[src/rtl/mult_div_unit.sv]
// Iterative MIPS multiply/divide unit: shift-add multiply, restoring divide, one bit per cycle,
// followed by a sign-fixup cycle that writes the HI/LO result registers.
module mult_div_unit #(
  parameter int XLEN = 32
) (
  input  logic            clk,
  input  logic            rst,
  input  logic            start,
  input  logic [2:0]      op,
  input  logic [XLEN-1:0] rs_val,
  input  logic [XLEN-1:0] rt_val,
  output logic            busy,
  output logic            done,
  output logic [XLEN-1:0] hi,
  output logic [XLEN-1:0] lo,
  output logic            div_by_zero
);

  localparam int CW = $clog2(XLEN) + 1;
  localparam logic [CW-1:0] CNT_LAST = CW'(XLEN - 1);
  localparam logic [CW-1:0] CNT_ONE  = CW'(1);
  localparam logic [XLEN-1:0] ZERO   = {XLEN{1'b0}};

  localparam logic [2:0] OP_MULT  = 3'b000;
  localparam logic [2:0] OP_MULTU = 3'b001;
  localparam logic [2:0] OP_DIV   = 3'b010;
  localparam logic [2:0] OP_DIVU  = 3'b011;
  localparam logic [2:0] OP_MTHI  = 3'b100;
  localparam logic [2:0] OP_MTLO  = 3'b101;

  typedef enum logic [1:0] {IDLE = 2'd0, MUL = 2'd1, DIV = 2'd2, FIX = 2'd3} state_t;

  state_t            state_r, state_s;
  logic [CW-1:0]     cnt_r;
  logic [XLEN-1:0]   acc_r, mq_r, b_r;
  logic              is_div_r, neg_r, rneg_r;
  logic              signed_op_s, rt_zero_s, div_ge_s;
  logic [XLEN:0]     mul_sum_s, div_sh_s, div_diff_s;
  logic [2*XLEN-1:0] prod_s;
  logic [XLEN-1:0]   quot_s, rem_s;

  function automatic logic [XLEN-1:0] abs_val(input logic [XLEN-1:0] v, input logic sgn);
    return (sgn && v[XLEN-1]) ? (ZERO - v) : v;
  endfunction

  // State register
  always_ff @(posedge clk or negedge rst) begin
    if (!rst) state_r <= IDLE;
    else      state_r <= state_s;
  end

  // Next-state logic
  always_comb begin
    state_s = state_r;
    case (state_r)
      IDLE: begin
        if (start) begin
          case (op)
            OP_MULT, OP_MULTU: state_s = MUL;
            OP_DIV, OP_DIVU:   state_s = rt_zero_s ? IDLE : DIV;
            default:           state_s = IDLE;
          endcase
        end else begin
          state_s = IDLE;
        end
      end
      MUL:     state_s = (cnt_r == CNT_LAST) ? FIX : MUL;
      DIV:     state_s = (cnt_r == CNT_LAST) ? FIX : DIV;
      FIX:     state_s = IDLE;
      default: state_s = IDLE;
    endcase
  end

  // Output decode
  always_comb begin
    busy = (state_r != IDLE);
  end

  // Per-iteration arithmetic and final sign fixup
  always_comb begin
    signed_op_s = (op == OP_MULT) || (op == OP_DIV);
    rt_zero_s   = (rt_val == ZERO);
    mul_sum_s   = {1'b0, acc_r} + {1'b0, (mq_r[0] ? b_r : ZERO)};
    div_sh_s    = {acc_r, mq_r[XLEN-1]};
    div_diff_s  = div_sh_s - {1'b0, b_r};
    div_ge_s    = (div_sh_s >= {1'b0, b_r});
    prod_s      = neg_r ? ({2*XLEN{1'b0}} - {acc_r, mq_r}) : {acc_r, mq_r};
    quot_s      = neg_r ? (ZERO - mq_r) : mq_r;
    rem_s       = rneg_r ? (ZERO - acc_r) : acc_r;
  end

  // Datapath, counter and result registers
  always_ff @(posedge clk or negedge rst) begin
    if (!rst) begin
      cnt_r       <= {CW{1'b0}};
      acc_r       <= ZERO;
      mq_r        <= ZERO;
      b_r         <= ZERO;
      is_div_r    <= 1'b0;
      neg_r       <= 1'b0;
      rneg_r      <= 1'b0;
      hi          <= ZERO;
      lo          <= ZERO;
      done        <= 1'b0;
      div_by_zero <= 1'b0;
    end else begin
      done <= 1'b0;
      case (state_r)
        IDLE: begin
          if (start) begin
            case (op)
              OP_MULT, OP_MULTU, OP_DIV, OP_DIVU: begin
                // Work on magnitudes; signs are reapplied in FIX
                acc_r       <= ZERO;
                mq_r        <= abs_val(rs_val, signed_op_s);
                b_r         <= abs_val(rt_val, signed_op_s);
                neg_r       <= signed_op_s && (rs_val[XLEN-1] ^ rt_val[XLEN-1]);
                rneg_r      <= signed_op_s && rs_val[XLEN-1];
                is_div_r    <= op[1];
                cnt_r       <= {CW{1'b0}};
                done        <= op[1] && rt_zero_s;
                div_by_zero <= op[1] && rt_zero_s;
              end
              OP_MTHI: begin
                hi          <= rs_val;
                div_by_zero <= 1'b0;
              end
              OP_MTLO: begin
                lo          <= rs_val;
                div_by_zero <= 1'b0;
              end
              default: ;
            endcase
          end
        end
        MUL: begin
          acc_r <= mul_sum_s[XLEN:1];
          mq_r  <= {mul_sum_s[0], mq_r[XLEN-1:1]};
          cnt_r <= cnt_r + CNT_ONE;
        end
        DIV: begin
          if (div_ge_s) begin
            acc_r <= div_diff_s[XLEN-1:0];
            mq_r  <= {mq_r[XLEN-2:0], 1'b1};
          end else begin
            acc_r <= div_sh_s[XLEN-1:0];
            mq_r  <= {mq_r[XLEN-2:0], 1'b0};
          end
          cnt_r <= cnt_r + CNT_ONE;
        end
        FIX: begin
          if (is_div_r) begin
            hi <= rem_s;
            lo <= quot_s;
          end else begin
            {hi, lo} <= prod_s;
          end
          done <= 1'b1;
        end
        default: ;
      endcase
    end
  end

endmodule

[config.mk]
export PLATFORM = sky130hd
export DESIGN_NAME = mult_div_unit
export DESIGN_NICKNAME = d
export VERILOG_FILES = /design/src/rtl/mult_div_unit.sv
export SDC_FILE = /design/constraint.sdc
export NUM_CORES = 1
export LEC_CHECK = 0
export CORE_MARGIN = 2
export CORE_UTILIZATION = 57
export DETAILED_ROUTE_END_ITERATION = 8
export PLACE_DENSITY = 0.79
export SYNTH_ARGS = -nofsm -noshare
export SYNTH_HDL_FRONTEND = slang
export SYNTH_SLANG_ARGS = --single-unit
[constraint.sdc]
create_clock -name clk -period 4.74 [get_ports clk]
set_input_delay 1.185 -clock clk [delete_from_list [all_inputs] [get_ports clk]]
set_output_delay 1.185 -clock clk [all_outputs]
set_load 0.01 [all_outputs]
==> impl_metrics.tcl <==
set metrics [dict create \
    fp.dieArea_um2 26600 \
    ys_seq_elements 173 \
    dp.final_hpwl_um 38700 \
    share_of_final_layout_standard_cells_stronger_than_drive_strength_1 0.0589 \
    tritoncts "yes" \
    r2r_worst_path_depth 11 \
    numClockSinks 173 \
    cp-end-kind "register" \
    start_kind "register" \
    cts_hold_buffers 0 \
    path_max_fanout 30 \
    cpPeakStageDelay_ns 0.52 \
    power.net_switching_mw 2.97 \
    core-area_um2 25000 \
    count_of_flip_flops_with_a_built_in_enable_after_synthesis 0 \
    grt_use_total 0.383 \
    routed_via_density 6.61 \
    reg2reg_setup_slack_ns 0.71 \
    dieHeight_um 163 \
    chipWidth_um 163 \
    wire_length_of_the_first_global_routing_pass_um 78500 \
    clk_root_buffer_cell "sky130_fd_sc_hd__clkbuf_16" \
    worst_ep_arrival_time_ns 4.31 \
    drt_pre_antenna_iters 8 \
    final_net_count 2050 \
    grt_antenna_before_repair 1 \
    cts_resized 0 \
    grt_remaining_overflow 0 \
    share_of_the_yosys_chip_area_belonging_to_registers 0.300 \
    mappedNetlistArea_um2 14400 \
    wirelength_um 50800 \
    post-synth-top-area-fraction 0.300 \
    ys_types 83 \
    crit_path_top_delay_cell "sky130_fd_sc_hd__a2111o_1" \
    skew_ns 0.0184 \
    hold_path.class "register to register" \
    grt_max_degree 102 \
    clock_tree.buffer_depth 2 \
    leak_nw 7.19 \
    buffers_and_inverters_on_the_worst_path 1 \
    run_status "finished, final reports clean" \
    finalCoreUtilization 0.665 \
    timing.critical_path.depth 11 \
    power_switching_share 0.432 \
    relSlewSlack 0.242 \
    postLayoutSetupSlackWorst_ns 0.708 \
    asyncSetResetFlopFracSynth 1.00 \
    place.port_buffers 136 \
    cell_internal_pwr_mw 3.90 \
    final_antenna_net_count 0 \
    yosys_most_used_dff "sky130_fd_sc_hd__dfrtp_1" \
    setup-violations-final 0 \
    io_pins 137 \
    worst_ep_required_time_ns 5.02 \
    route.detailed.wl_per_inst_um 22.6 \
    crit_chain "ha_1, nand3_1, o21bai_1, a211o_1, a211o_1, a2111o_1, a31oi_4, buf_12, mux2_2, a221oi_1, a211oi_1" \
    max_clock_freq_mhz 248 \
    critPathKind "register to register" \
    max-vdd-ir-drop_mv 0.265 \
    remaining_drc_errors 0 \
    synth_area_per_cell_um2 7.94 \
    path_delay_family "compound AO/OA/AOI/OAI gates" \
    rows 58 \
    startpoint "acc_r[2]" \
    maxCapViolCount 0 \
    final.min_clock_period_ns 4.03 \
    synth.area.top_cells "sky130_fd_sc_hd__dfrtp_1 (30%), sky130_fd_sc_hd__o21ai_0 (7.0%), sky130_fd_sc_hd__ha_1 (6.3%)" \
    worst_r2r_startpoint "acc_r[2]" \
    synth_largest_area_cell "sky130_fd_sc_hd__dfrtp_1" \
    pwr-share-clk 0.218 \
    finalSetupTns_ns 0 \
    syn-instance-count 1819 \
    area_growth_pct 15.3 \
    timing.final.max_slew_violations 0 \
    min-delay-start "b_r[9]" \
    antenna-diode-count 0 \
    period_utilization_post_route 0.851 \
    synthesis.yosys.warnings 0 \
    grt_setup_unrepaired "no" \
    worst_skew_pair.late_latency_ns 0.45 \
    power.sequential.fraction 0.321 \
    synth_fp_nets 1964 \
    initialDrtViolationCount 2100 \
    clock_tree.htree_level_count 4 \
    power-per-cell-area_nw_per_um2 413 \
    worst_r2r_endpoint "acc_r[6]" \
    grt_pass1_vias 13300 \
    place_ws_ns 0.475 \
    worst_setup_path_endpoint "acc_r[6]" \
    final_hold_viol_count 0 \
    clk_transition_reported_paths_ns 0.07 \
    combinationalPowerShare 0.461 \
    cts_setup_buffers 0 \
    timing_worst_slew_pin_value_ns 1.14 \
    cp_common_cell "sky130_fd_sc_hd__a211o_1" \
    cts_inserted_buffers 17 \
    gp_congestion 0.982 \
    initial_utilization 0.577 \
    num_vias 14900 \
]
[metrics by stage]
step	cells	cell area (µm²)	hold slack (ns)	total power [mW]
finish	2248	16700	0.482	6.87
global route	2248	16700	0.504	7.24
CTS	2248	16700	0.486	6.78
detailed placement	2216	16000	0.470	5.29
global placement	2216	16000	0.460	5.23
floorplan	1819	14400	0.450	4.14
[final cells by class]
type                            instances  area, µm²
Inverter                               70        263
Tap cell                              330        413
Clock inverter                         14        166
Multi-Input combinational cell       1468       9360
Timing Repair Buffer                  175       1680
Sequential cell                       173       4330
Clock buffer                           18        439
Fill cell                            2206       8380
[power by group through the flow]
stage / Sequential [mW] / Clock [mW] / Combinational [mW]
finish: 2.21 / 1.50 / 3.17
global route: 2.25 / 1.55 / 3.44
CTS: 2.19 / 1.49 / 3.10
detailed placement: 2.22 / 0 / 3.07
global placement: 2.21 / 0 / 3.02
floorplan: 2.16 / 0 / 1.98
[cells by family after synthesis]
| family | Yosys count | synth area share |
|---|---|---|
| buf+inv | 178 | 0.0543 |
| xor+xnor | 170 | 0.103 |
| mux | 31 | 0.0221 |
| fa+ha+maj | 75 | 0.0660 |
| compound gates | 610 | 0.265 |
| flops | 173 | 0.300 |
| simple gates | 582 | 0.189 |
[metal layers]
layer | track usage | share of wire | vias up
li1 | - | - | 6758
met1 | 0.560 | 0.42 | 7013
met2 | 0.550 | 0.42 | 974
met3 | 0.0896 | 0.12 | 115
met4 | 0.134 | 0.037 | 2
met5 | 0 | 0.00026 | -
[cells in the final DEF, fill, tap and decap left out, drive strengths merged, types with 13 or more instances in the layout]
cell | netlist | layout
nand3 | 25 | 25
nor4 | 14 | 14
xor2 | 79 | 79
a221oi | 38 | 38
clkbuf | 91 | 18
nand4 | 18 | 18
o31ai | 49 | 49
a31oi | 16 | 16
nor2b | 26 | 26
or3 | 20 | 20
mux2i | 24 | 24
nor3 | 41 | 41
and3 | 13 | 13
clkdlybuf4s50 | 0 | 135
nor2 | 146 | 146
a211oi | 16 | 16
inv | 68 | 78
nand2 | 220 | 220
ha | 73 | 73
dfrtp | 173 | 173
xnor2 | 91 | 91
a21o | 31 | 31
a21oi | 147 | 147
o21bai | 13 | 13
or4 | 16 | 16
buf | 15 | 40
o21ai | 208 | 208
o41ai | 14 | 14
[cells in the mapped netlist, types with 12 or more instances]
| master | number |
|---|---|
| sky130_fd_sc_hd__mux2i_1 | 24 |
| sky130_fd_sc_hd__nor2b_1 | 26 |
| sky130_fd_sc_hd__dfrtp_1 | 173 |
| sky130_fd_sc_hd__nor4_1 | 14 |
| sky130_fd_sc_hd__o31ai_1 | 48 |
| sky130_fd_sc_hd__o21ai_0 | 203 |
| sky130_fd_sc_hd__clkbuf_1 | 86 |
| sky130_fd_sc_hd__xnor2_1 | 91 |
| sky130_fd_sc_hd__nand3_1 | 25 |
| sky130_fd_sc_hd__a21oi_1 | 147 |
| sky130_fd_sc_hd__nand4_1 | 18 |
| sky130_fd_sc_hd__o41ai_1 | 12 |
| sky130_fd_sc_hd__a221oi_1 | 38 |
| sky130_fd_sc_hd__ha_1 | 73 |
| sky130_fd_sc_hd__and3_1 | 12 |
| sky130_fd_sc_hd__inv_1 | 67 |
| sky130_fd_sc_hd__or3_1 | 17 |
| sky130_fd_sc_hd__a31oi_1 | 15 |
| sky130_fd_sc_hd__or4_1 | 14 |
| sky130_fd_sc_hd__nand2_1 | 220 |
| sky130_fd_sc_hd__a21o_1 | 31 |
| sky130_fd_sc_hd__a211oi_1 | 16 |
| sky130_fd_sc_hd__nor3_1 | 41 |
| sky130_fd_sc_hd__nor2_1 | 146 |
| sky130_fd_sc_hd__xor2_1 | 79 |
| sky130_fd_sc_hd__o21bai_1 | 13 |
[worst min path at each step]
stage               endpoint  cells after the start
CTS                   hi[14]                      2
floorplan            b_r[10]                      2
finish                b_r[9]                      2
detailed placement     lo[6]                      1
global route           lo[6]                      1
global placement       lo[6]                      1
[tightest hold or removal path, cell delays in order (launching register included)]
cell,delay [ns]
sky130_fd_sc_hd__dfrtp_1,0.35
sky130_fd_sc_hd__nand2_1,0.05
sky130_fd_sc_hd__o21ai_0,0.06
[sequential cells by signal, indices dropped and copies added, names as in the netlist]
register     count
acc_r           32
b_r             32
hi              32
lo              32
mq_r            32
cnt_r            6
state_r          2
div_by_zero      1
done             1
is_div_r         1
neg_r            1
rneg_r           1
(Power assumes the default switching activity.)
